File: config.mk
export PLATFORM = sky130hd
export DESIGN_NAME = uart_rx_frontend
export DESIGN_NICKNAME = d
export VERILOG_FILES = /design/src/rtl/uart_defines.sv /design/src/rtl/uart_sync.sv /design/src/rtl/uart_rx_frontend.sv
export SDC_FILE = /design/constraint.sdc
export NUM_CORES = 1
export LEC_CHECK = 0
export CAP_MARGIN = 0
export CORE_MARGIN = 5
export CORE_UTILIZATION = 48
export CTS_BUF_LIST = sky130_fd_sc_hd__clkbuf_8 sky130_fd_sc_hd__clkbuf_16
export CTS_CLUSTER_DIAMETER = 200
export DETAILED_ROUTE_END_ITERATION = 16
export PLACE_DENSITY = 0.79
export REMOVE_ABC_BUFFERS = 1
export SYNTH_ARGS = -nofsm -noshare
export SYNTH_HDL_FRONTEND = slang
export SYNTH_SLANG_ARGS = --single-unit
File: constraint.sdc
create_clock -name clk -period 2.47 [get_ports clk]
set_clock_uncertainty 0.1 [all_clocks]
set_input_delay 0.494 -clock clk [delete_from_list [all_inputs] [get_ports clk]]
set_output_delay 0.494 -clock clk [all_outputs]
set_load 0.03 [all_outputs]
File: src/rtl/uart_defines.sv
// Shared UART constants and helpers: divisor width, MCR bit positions, line levels.
package uart_defines;

    localparam int   UART_DL_W      = 16;
    localparam int   UART_MC_LB     = 4;
    localparam logic UART_LINE_IDLE = 1'b1;

    function automatic logic majority3(input logic [2:0] v);
        return (v[0] & v[1]) | (v[1] & v[2]) | (v[0] & v[2]);
    endfunction

endpackage

File: src/rtl/uart_sync.sv
// N-stage synchroniser for an asynchronous input; flops reset to RST_VAL.
// Latency N clk cycles; no backpressure.
module uart_sync #(
    parameter int unsigned N       = 2,
    parameter logic        RST_VAL = 1'b1
) (
    input  logic clk,
    input  logic rst,
    input  logic d,
    output logic q
);

    logic [N-1:0] ff_q;
    logic [N-1:0] ff_d;

    always_comb begin
        ff_d = {ff_q[N-2:0], d};
    end

    always_ff @(posedge clk or posedge rst) begin
        if (rst) begin
            ff_q <= {N{RST_VAL}};
        end else begin
            ff_q <= ff_d;
        end
    end

    assign q = ff_q[N-1];

endmodule

File: src/rtl/uart_rx_frontend.sv
// UART receive front end: divisor latch, 16x-baud enable strobe, input sync, loopback mux, majority filter.
// srx_filt lags the pad by SYNC_STAGES+2 clk (filter bypassed); no backpressure.
module uart_rx_frontend
    import uart_defines::*;
#(
    parameter int unsigned SYNC_STAGES = 2,
    parameter bit          FILTER_EN   = 1'b1
) (
    input  logic                 clk,
    input  logic                 wb_rst_i,
    input  logic                 srx_pad_i,
    input  logic                 stx_loop_i,
    input  logic                 loopback,
    input  logic                 dl_wr_lsb,
    input  logic                 dl_wr_msb,
    input  logic [7:0]           dl_data,
    output logic [UART_DL_W-1:0] dl,
    output logic                 enable,
    output logic                 srx_filt,
    output logic                 rx_fall
);

    logic [UART_DL_W-1:0] dl_q, dl_d;
    logic [UART_DL_W-1:0] dlc_q, dlc_d;
    logic                 start_dlc_q, start_dlc_d;
    logic                 enable_q, enable_d;
    logic                 s_sync;
    logic                 s_src_q, s_src_d;
    logic [2:0]           hist_q, hist_d;
    logic                 srx_filt_q, srx_filt_d;
    logic                 rx_fall_q, rx_fall_d;

    uart_sync #(
        .N       (SYNC_STAGES),
        .RST_VAL (UART_LINE_IDLE)
    ) u_sync (
        .clk (clk),
        .rst (wb_rst_i),
        .d   (srx_pad_i),
        .q   (s_sync)
    );

    // Any divisor write restarts the count from the new value, so a stale period never fires.
    always_comb begin
        dl_d = dl_q;
        if (dl_wr_lsb) dl_d[7:0]  = dl_data;
        if (dl_wr_msb) dl_d[15:8] = dl_data;
        start_dlc_d = dl_wr_lsb | dl_wr_msb;

        dlc_d = '0;
        if (dl_q != '0) begin
            if (start_dlc_q || dlc_q == '0) dlc_d = dl_q - 16'd1;
            else                            dlc_d = dlc_q - 16'd1;
        end
        enable_d = (dl_q != '0) && (dlc_q == '0) && !start_dlc_q;
    end

    always_comb begin
        s_src_d = loopback ? stx_loop_i : s_sync;
        hist_d  = hist_q;
        if (FILTER_EN) begin
            if (enable_q) hist_d = {hist_q[1:0], s_src_q};
            srx_filt_d = majority3(hist_q);
        end else begin
            srx_filt_d = s_src_q;
        end
        rx_fall_d = srx_filt_q & ~srx_filt_d;
    end

    always_ff @(posedge clk or posedge wb_rst_i) begin
        if (wb_rst_i) begin
            dl_q        <= '0;
            dlc_q       <= '0;
            start_dlc_q <= 1'b0;
            enable_q    <= 1'b0;
            s_src_q     <= UART_LINE_IDLE;
            hist_q      <= {3{UART_LINE_IDLE}};
            srx_filt_q  <= UART_LINE_IDLE;
            rx_fall_q   <= 1'b0;
        end else begin
            dl_q        <= dl_d;
            dlc_q       <= dlc_d;
            start_dlc_q <= start_dlc_d;
            enable_q    <= enable_d;
            s_src_q     <= s_src_d;
            hist_q      <= hist_d;
            srx_filt_q  <= srx_filt_d;
            rx_fall_q   <= rx_fall_d;
        end
    end

    assign dl       = dl_q;
    assign enable   = enable_q;
    assign srx_filt = srx_filt_q;
    assign rx_fall  = rx_fall_q;

endmodule

==> results of run 1 <==
## metrics by stage
stage / hold WS [ns] / instance area, sq um / util / setup WS, ns
after floorplan: 0.2452 / 2162 / - / -0.1925
after global placement: 0.2462 / 2685 / 0.6083 / 0.08010
after detailed placement: 0.2516 / 2685 / 0.6083 / -0.0007809
after CTS: 0.2633 / 2801 / 0.6346 / 0.002172
after global routing: 0.2709 / 2858 / 0.6474 / -0.06636
final: 0.2621 / 2858 / 0.6474 / 0.04497
## registers in the layout, indices dropped and copies added, names as in the netlist
| signal | cells |
|---|---|
| dl | 16 |
| dlc_q | 16 |
| hist_q | 3 |
| u_sync.ff_q | 2 |
| enable | 1 |
| rx_fall | 1 |
| s_src_q | 1 |
| srx_filt | 1 |
| start_dlc_q | 1 |
## final timing paths
check | from | to | slack (ns) | depth (start not counted)
min | u_sync.ff_q[0] | u_sync.ff_q[1] | 0.26 | 0
min reg2reg | u_sync.ff_q[0] | u_sync.ff_q[1] | 0.26 | 0
max | dlc_q[2] | dlc_q[14] | 0.04 | 9
min in group asynchronous | wb_rst_i | dl[0] | 0.53 | 3
max reg2reg | dlc_q[2] | dlc_q[14] | 0.04 | 9
max in group asynchronous | wb_rst_i | srx_filt | 1.37 | 3
## routing by layer
layer,vias to the layer above,GRT usage,share of wire
met1,838,0.2351,0.43
met4,0,0.06873,0.017
met3,7,0.03241,0.060
li1,807,-,-
met2,70,0.2888,0.49
met5,-,0,0
## report_power, final
group	switching, mW	internal [mW]	leakage (nW)	total, mW
clock network	0.237	0.326	0.0626	0.563
registers	0.103	0.766	0.486	0.868
logic	0.234	0.220	0.567	0.454
## critical path: stages (launching register included)
cell and delay [ns]:
dfrtp_1 0.42, nor4_4 0.30, and3_4 0.24, a31oi_4 0.11
mux2i_2 0.24, ha_2 0.25, o311ai_4 0.14, a211oi_4 0.30
nand4_1 0.13, a21oi_1 0.14
## cells in the mapped netlist (all sizes together)
master,n
clkbuf,3
and2,2
a21oi,3
and4,1
nor2b,2
o311ai,1
buf,4
a211o,1
dfrtp,35
nand4,2
a22oi,1
nor3,12
or3,2
xor2,3
xnor2,4
nand3,3
nor4,10
nor2,11
or3b,1
mux2i,10
a211oi,4
a311oi,1
dfstp,7
nand2b,1
o22a,2
o31a,1
o21a,1
a21o,1
mux2,23
o41ai,1
and3,2
nor3b,2
or2,3
o21ai,7
inv,2
ha,1
a31oi,4
maj3,1
nand2,5
o22ai,1
a41oi,1
or4,1
a31o,2
## what timing repair did
item	in CTS	in global routing
cloned	0	0
pin swaps	1	8
resized for setup	0	6
setup endpoints to repair	1	5
setup buffers	0	3
## cell usage in the layout (no fill, tap or decap), types with 6 or more instances in the layout
cell type        synthesis  final
dfrtp_1                 35     35
clkdlybuf4s50_1          0     33
mux2_2                  23     23
buf_4                    0     20
nor2_1                  11     11
nor3_1                  11     10
mux2i_1                  9      8
nor4_1                   7      7
dfstp_2                  7      7
clkbuf_8                 0      6
## cell type report
| cell class | count | area [sq um] | area share |
|---|---|---|---|
| multi-input cells | 134 | 1129 | 0.3949 |
| flip-flops and latches | 42 | 1060 | 0.3708 |
| repair buffers | 53 | 480.5 | 0.1681 |
| clock buffers | 6 | 82.58 | 0.02890 |
| well taps | 52 | 65.06 | 0.02277 |
| clock inverters | 2 | 33.78 | 0.01182 |
| inverters | 2 | 7.507 | 0.002627 |
## logic make-up after synthesis
group                    after synthesis
XOR/XNOR                               7
flip-flops                            42
multiplexers                          33
buffers and inverters                  9
AND/OR/NAND/NOR                       60
adder cells (fa/ha/maj)                2
AO/OA/AOI/OAI                         32
==> reports/metrics.yaml, run 1 <==
path_clk_slew_ns: 0.08
nets: 254
grt_overflow: 0
grt_max_degree: 43
final_max_slew_viol_count: 0
period_share: 0.9818
grt_pass1_vias: 1772
htreeDepth: 2
fillerInstances: 325
synth-seq-cells: 42
start_kind: "flop"
io_buffers: 33
cts_buffers: 5
fp.coreArea_sq_um: 4414
drc: 0
worstPathRequired_ns: 2.60
syn_to_final_growth_pct: 29.48
crit_path_end_kind: "flop"
syn_inst: 185
dp_cells: 280
worstPathArrival_ns: 2.55
die_h_um: 77.81
hold_class: "flop to flop"
synth-xor-area-share: 0.02778
antenna_left: 0
outcome: "finished, final reports clean"
grt_pass1_wl_mm: 8.638
synth-compound-area-share: 0.1156
viasPerCell: 5.918
clockBufferDepth: 2
firstDrtPassIters: 4
rows: 24
power_density_nw_per_um2: 659.6
synth_fa_ha_area_frac: 0.01020
tns_ns: 0
die_w_um: 77.81
yosys_warnings: 0
synth-simple-area-share: 0.1780
synth.area.mux_share: 0.1644
ys_seq_area_frac: 0.4802
drive_gt1_frac: 0.3264
crit_type: "flop to flop"
rsz0062_at_grt: "yes"
gp_congestion: 0.8333
worst-path-max-fanout: 4
hpwl_mm: 3.840
relSlewSlack: 0.6538
ys_types: 55
initial_utilization: 0.5000
leakagePower_nw: 1.116
cts_tree: "done"
insertedDiodeCount: 0
die_area_sq_um: 6054
antenna_found_initial: 0
finalWirelength_mm: 5.289
io_pins: 34
vias: 1722
tightest_slew_ns: 0.5193
grt_usage: 0.1779
synth_area_sq_um: 2207
worstSkewPairLatency_ns: 0.30
synth_area_per_cell_sq_um: 11.93
max_freq_ghz: 0.4124
setup_violations: 0
total_power_mw: 1.885
synth_top_family_by_area: "simple AND/OR/NAND/NOR gates"
max-cap-violations: 0
drt_iter0_markers: 143
ir_drop_mv: 0.4299
synth.top_cell.area_share: 0.3968
wl_per_cell_um: 18.18
synthTopCellsByArea: "dfrtp_1, mux2_2, dfstp_2, mux2i_1, nor3_1"
finalCriticalPeriod_ns: 2.425
yosysTopAreaCell: "dfrtp_1"
root_buffer: "clkbuf_8"
clock_sink_count: 42
cts_hold_buffers: 0
layout.cells.non_filler: 291
hold_violations: 0
(Power assumes the default switching activity.)
==> run 2: changes to the inputs <==
==> constraint.sdc (replaced) <==
create_clock -name clk -period 2.2 [get_ports clk]
set_clock_uncertainty 0.1 [all_clocks]
set_input_delay 0.44 -clock clk [delete_from_list [all_inputs] [get_ports clk]]
set_output_delay 0.44 -clock clk [all_outputs]
set_load 0.03 [all_outputs]
==> reports/metrics.yaml, run 2 (synthesis results as in run 1) <==
relSlewSlack: 0.6558
hold_class: "flop to flop"
power_density_nw_per_um2: 701.4
firstDrtPassIters: 4
grt_usage: 0.2125
final_max_slew_viol_count: 0
period_share: 1.092
grt_overflow: 0
final_area_sq_um: 3143
initial_utilization: 0.5000
drt_iter0_markers: 114
drive_gt1_frac: 0.4307
hpwl_mm: 4.091
final_cell_mix: "buf_4, dfrtp_1, clkdlybuf4s50_1"
cts_tree: "done"
tightest_slew_ns: 0.5163
clockBufferDepth: 2
drc: 0
crit_type: "flop to flop"
vias: 1858
ir_drop_mv: 0.4206
regToRegEndpoint: "dlc_q[12]"
die_h_um: 77.81
htreeDepth: 2
clock_sink_count: 42
crit_path_end_kind: "flop"
grt_pass1_wl_mm: 10.14
netSwitchingPower_mw: 0.6807
grt_max_degree: 43
crit_family: "simple AND/OR/NAND/NOR gates"
syn_to_final_growth_pct: 42.40
gp_congestion: 0.8957
rsz0062_at_grt: "yes"
swShare: 0.3088
worst-path-max-fanout: 3
root_buffer: "clkbuf_8"
max_stage_delay_ns: 0.41
cts_hold_buffers: 0
path_clk_slew_ns: 0.08
reg2reg_depth: 9
worstPathArrival_ns: 2.48
p_int_mw: 1.524
antenna_found_initial: 0
die_w_um: 77.81
min-delay-start: "u_sync.ff_q[0]"
rows: 24
worstPathRequired_ns: 2.28
die_area_sq_um: 6054
cp_slowest_cell: "dfrtp_1"
wl_per_cell_um: 19.27
dpl_worst_slack_ns: -0.2766
max-cap-violations: 0
seq_power_share: 0.434
cp_num_cells: 9
finalWirelength_mm: 6.147
p_clk_frac: 0.266
worst_slack_ns: -0.2021
cts_buffers: 5
min_delay_worst_endpoint: "u_sync.ff_q[1]"
fillerInstances: 276
dp_cells: 300
antenna_left: 0
io_buffers: 33
start_kind: "flop"
leakagePower_nw: 1.284
finalCriticalPeriod_ns: 2.402
outcome: "finished, violations left"
rr_startpoint: "dlc_q[1]"
viasPerCell: 5.824
crit_chain: "nor4_4 -> and3_4 -> a31oi_4 -> mux2i_2 -> ha_2 -> o311ai_4 -> nand2b_1 -> o21ai_1 -> a21oi_2"
insertedDiodeCount: 0
nets: 282
grt_pass1_vias: 2011
worstSkewPairLatency_ns: 0.30
hold_violations: 0
violations: "setup timing"
rrSetupSlack_ns: -0.20
final_common_cell: "buf_4"
layout.cells.non_filler: 319
p_comb_frac: 0.300
worstHoldPathCells: 0
crit_buf_inv: 0
total_power_mw: 2.204
setup_violations: 11
fp.coreArea_sq_um: 4414
max_freq_ghz: 0.4163
io_pins: 34
placed_area_sq_um: 2835
## run 2: cell count changes in the layout (fill, tap and decap cells not counted), sizes merged
cell    previous run  this run
clkbuf             6         5
inv                3         4
buf               20        48
## run 2: metrics by stage
stage               hold WS (ns)  setup TNS (ns)    util
floorplan                 0.2452          -1.891       -
global placement          0.2455         -0.3618  0.6423
detailed placement        0.2542          -1.034  0.6423
CTS                       0.2650         -0.6555  0.6891
global route              0.2719          -2.443  0.7120
finish                    0.2629          -1.197  0.7120
## run 2: power by group through the flow
| stage | Clock (mW) | Sequential (mW) | Combinational (mW) |
|---|---|---|---|
| finish | 0.587 | 0.956 | 0.661 |
| CTS | 0.590 | 0.953 | 0.614 |
| detailed placement | 0 | 0.965 | 0.576 |
| global route | 0.627 | 0.969 | 0.704 |
| floorplan | 0 | 1.03 | 0.228 |
| global placement | 0 | 0.963 | 0.565 |
## run 2: area by class of cell
| type | instances | area [sq um] | share of cell area |
|---|---|---|---|
| sequential | 42 | 1060 | 0.3372 |
| multi-input combinational | 134 | 1197 | 0.3810 |
| tap | 52 | 65.06 | 0.02070 |
| inverter | 2 | 7.507 | 0.002389 |
| clock inverter | 3 | 37.54 | 0.01194 |
| clock buffer | 5 | 68.82 | 0.02189 |
| timing repair buffer | 81 | 706.9 | 0.2249 |
## run 2: worst max-delay path by stage
stage          startpoint         to  slack, ns
2_1_floorplan    dlc_q[1]  dlc_q[14]      -0.46
3_3_place_gp     dlc_q[1]  dlc_q[14]      -0.14
3_5_place_dp     dlc_q[1]  dlc_q[14]      -0.28
4_1_cts          dlc_q[2]  dlc_q[14]      -0.15
5_1_grt          dlc_q[1]  dlc_q[14]      -0.34
6_report         dlc_q[1]  dlc_q[12]      -0.20
## run 2: what timing repair did
item | 4_1_cts | 5_1_grt
endpoints found under the setup margin | 9 | 12
buffers inserted | 7 | 5
resized for setup | 10 | 15
pin swaps | 12 | 7
## run 2: metal layers
layer / global-route usage / up-vias / wire [um]
met5: 0 / - / 0
met4: 0.1134 / 0 / 175
met3: 0.04282 / 20 / 308
met2: 0.3539 / 67 / 3169
met1: 0.2572 / 910 / 2493
li1: - / 861 / -
==> run 3: changes to the inputs <==
--- a/config.mk
+++ b/config.mk
@@ -10,9 +10,11 @@
 export CORE_UTILIZATION = 48
 export CTS_BUF_LIST = sky130_fd_sc_hd__clkbuf_8 sky130_fd_sc_hd__clkbuf_16
 export CTS_CLUSTER_DIAMETER = 200
+export CTS_CLUSTER_SIZE = 30
 export DETAILED_ROUTE_END_ITERATION = 16
 export PLACE_DENSITY = 0.79
 export REMOVE_ABC_BUFFERS = 1
+export SKIP_LAST_GASP = 1
 export SYNTH_ARGS = -nofsm -noshare
 export SYNTH_HDL_FRONTEND = slang
 export SYNTH_SLANG_ARGS = --single-unit
==> reports/metrics.yaml, run 3 (synthesis results as in run 1) <==
viasPerCell: 5.796
tightest_slew_ns: 0.5170
clock_sink_count: 42
grt_pass1_wl_mm: 10.01
final_area_sq_um: 3113
min_delay_worst_endpoint: "u_sync.ff_q[1]"
outcome: "finished, violations left"
syn_to_final_growth_pct: 41.04
grt_pass1_vias: 1997
seq_power_share: 0.437
regArea_sq_um: 1060
worstPathRequired_ns: 2.28
swShare: 0.3058
power_density_nw_per_um2: 702.5
p_int_mw: 1.518
die_w_um: 77.81
finalCriticalPeriod_ns: 2.418
setup_violations: 11
netSwitchingPower_mw: 0.6688
gp_congestion: 0.8957
die_h_um: 77.81
fin_util: 0.7052
max_stage_delay_ns: 0.41
hold_violations: 0
drive_gt1_frac: 0.4211
p_comb_frac: 0.296
die_area_sq_um: 6054
crit_path_end_kind: "flop"
insertedDiodeCount: 0
period_share: 1.099
violations: "setup timing"
worst-path-max-fanout: 4
fp.coreArea_sq_um: 4414
hpwl_mm: 4.091
firstDrtPassIters: 4
initial_utilization: 0.5000
nets: 281
crit_chain: "nor4_4 -> and3_4 -> a31oi_4 -> mux2i_2 -> ha_2 -> o311ai_4 -> a211oi_2 -> buf_4 -> a31o_1 -> a21oi_1"
worstPathArrival_ns: 2.50
cts_buffers: 5
max-cap-violations: 0
drt_iter0_markers: 130
rrSetupSlack_ns: -0.22
p_clk_frac: 0.267
clockBufferDepth: 2
regToRegEndpoint: "dlc_q[14]"
cts_hold_buffers: 0
grt_overflow: 0
final_common_cell: "buf_4"
reg2reg_depth: 10
multiInputGateArea_sq_um: 1180
ir_drop_mv: 0.4057
rows: 24
htreeDepth: 2
placed_area_sq_um: 2835
min-delay-start: "u_sync.ff_q[0]"
wl_per_cell_um: 18.84
start_kind: "flop"
worstSkewPairLatency_ns: 0.30
crit_type: "flop to flop"
relSlewSlack: 0.6553
final_cell_mix: "buf_4, dfrtp_1, clkdlybuf4s50_1"
leakagePower_nw: 1.272
root_buffer: "clkbuf_8"
worst_slack_ns: -0.2177
antenna_left: 0
io_pins: 34
path_clk_slew_ns: 0.08
max_freq_ghz: 0.4136
antenna_found_initial: 0
rsz0062_at_grt: "yes"
hold_class: "flop to flop"
io_buffers: 33
grt_max_degree: 43
vias: 1843
rr_startpoint: "dlc_q[1]"
worstHoldPathCells: 0
grt_usage: 0.2101
finalWirelength_mm: 5.990
drc: 0
cts_tree: "done"
fillerInstances: 282
cp_slowest_cell: "dfrtp_1"
final_max_slew_viol_count: 0
-- run 3: cell types whose count changed in the layout (fill, tap and decap cells not counted), sizes merged --
| cell | previous run | this run |
|---|---|---|
| buf | 48 | 47 |
-- run 3: routing by layer --
metal  wire length [um]  track usage  vias up
met2               3058       0.3472       73
met3                261      0.04282       19
met4                181       0.1168        0
met1               2488       0.2543      891
li1                   -            -      860
met5                  0            0        -
-- run 3: how the worst max path moves through the flow --
| stage | end | from | cells past startpoint |
|---|---|---|---|
| 2_1_floorplan | dlc_q[14] | dlc_q[1] | 9 |
| 3_3_place_gp | dlc_q[14] | dlc_q[1] | 9 |
| 3_5_place_dp | dlc_q[14] | dlc_q[1] | 9 |
| 4_1_cts | dlc_q[14] | dlc_q[2] | 10 |
| 5_1_grt | dlc_q[14] | dlc_q[1] | 10 |
| 6_report | dlc_q[14] | dlc_q[1] | 10 |
-- run 3: per-stage QoR --
step	cells	TNS [ns]	setup slack, ns	hold slack [ns]	power, mW
after floorplan	178	-1.891	-0.4625	0.2452	1.256
after global placement	300	-0.3618	-0.1433	0.2455	1.528
after detailed placement	300	-1.034	-0.2766	0.2542	1.542
after CTS	314	-0.6889	-0.1544	0.2650	2.154
after global routing	318	-2.696	-0.3696	0.2720	2.286
final	318	-1.336	-0.2177	0.2625	2.187
-- run 3: cell type report --
cell class	instances	share of cell area
timing repair buffer	80	0.2231
sequential	42	0.3404
multi-input combinational	134	0.3790
inverter	2	0.002412
tap	52	0.02090
clock inverter	3	0.01206
clock buffer	5	0.02211
-- run 3: power by group through the flow --
stage	clock network (mW)	logic, mW	registers, mW
finish	0.584	0.648	0.955
CTS	0.590	0.611	0.953
detailed placement	0	0.576	0.965
global placement	0	0.565	0.963
floorplan	0	0.228	1.03
global route	0.626	0.692	0.969
-- run 3: timing repair --
item                       in CTS  in global routing
buffers inserted                7                  4
gates resized for setup         8                 13
setup endpoints to repair       9                 12
pin swaps                      12                  9
-- run 3: worst max-delay path: cells and delay by family (launching register included) --
family	cells	cell delay, ns
compound gates	5	0.58
fa+ha+maj	1	0.26
buf+inv	1	0.16
flops	1	0.41
mux	1	0.26
simple gates	2	0.54
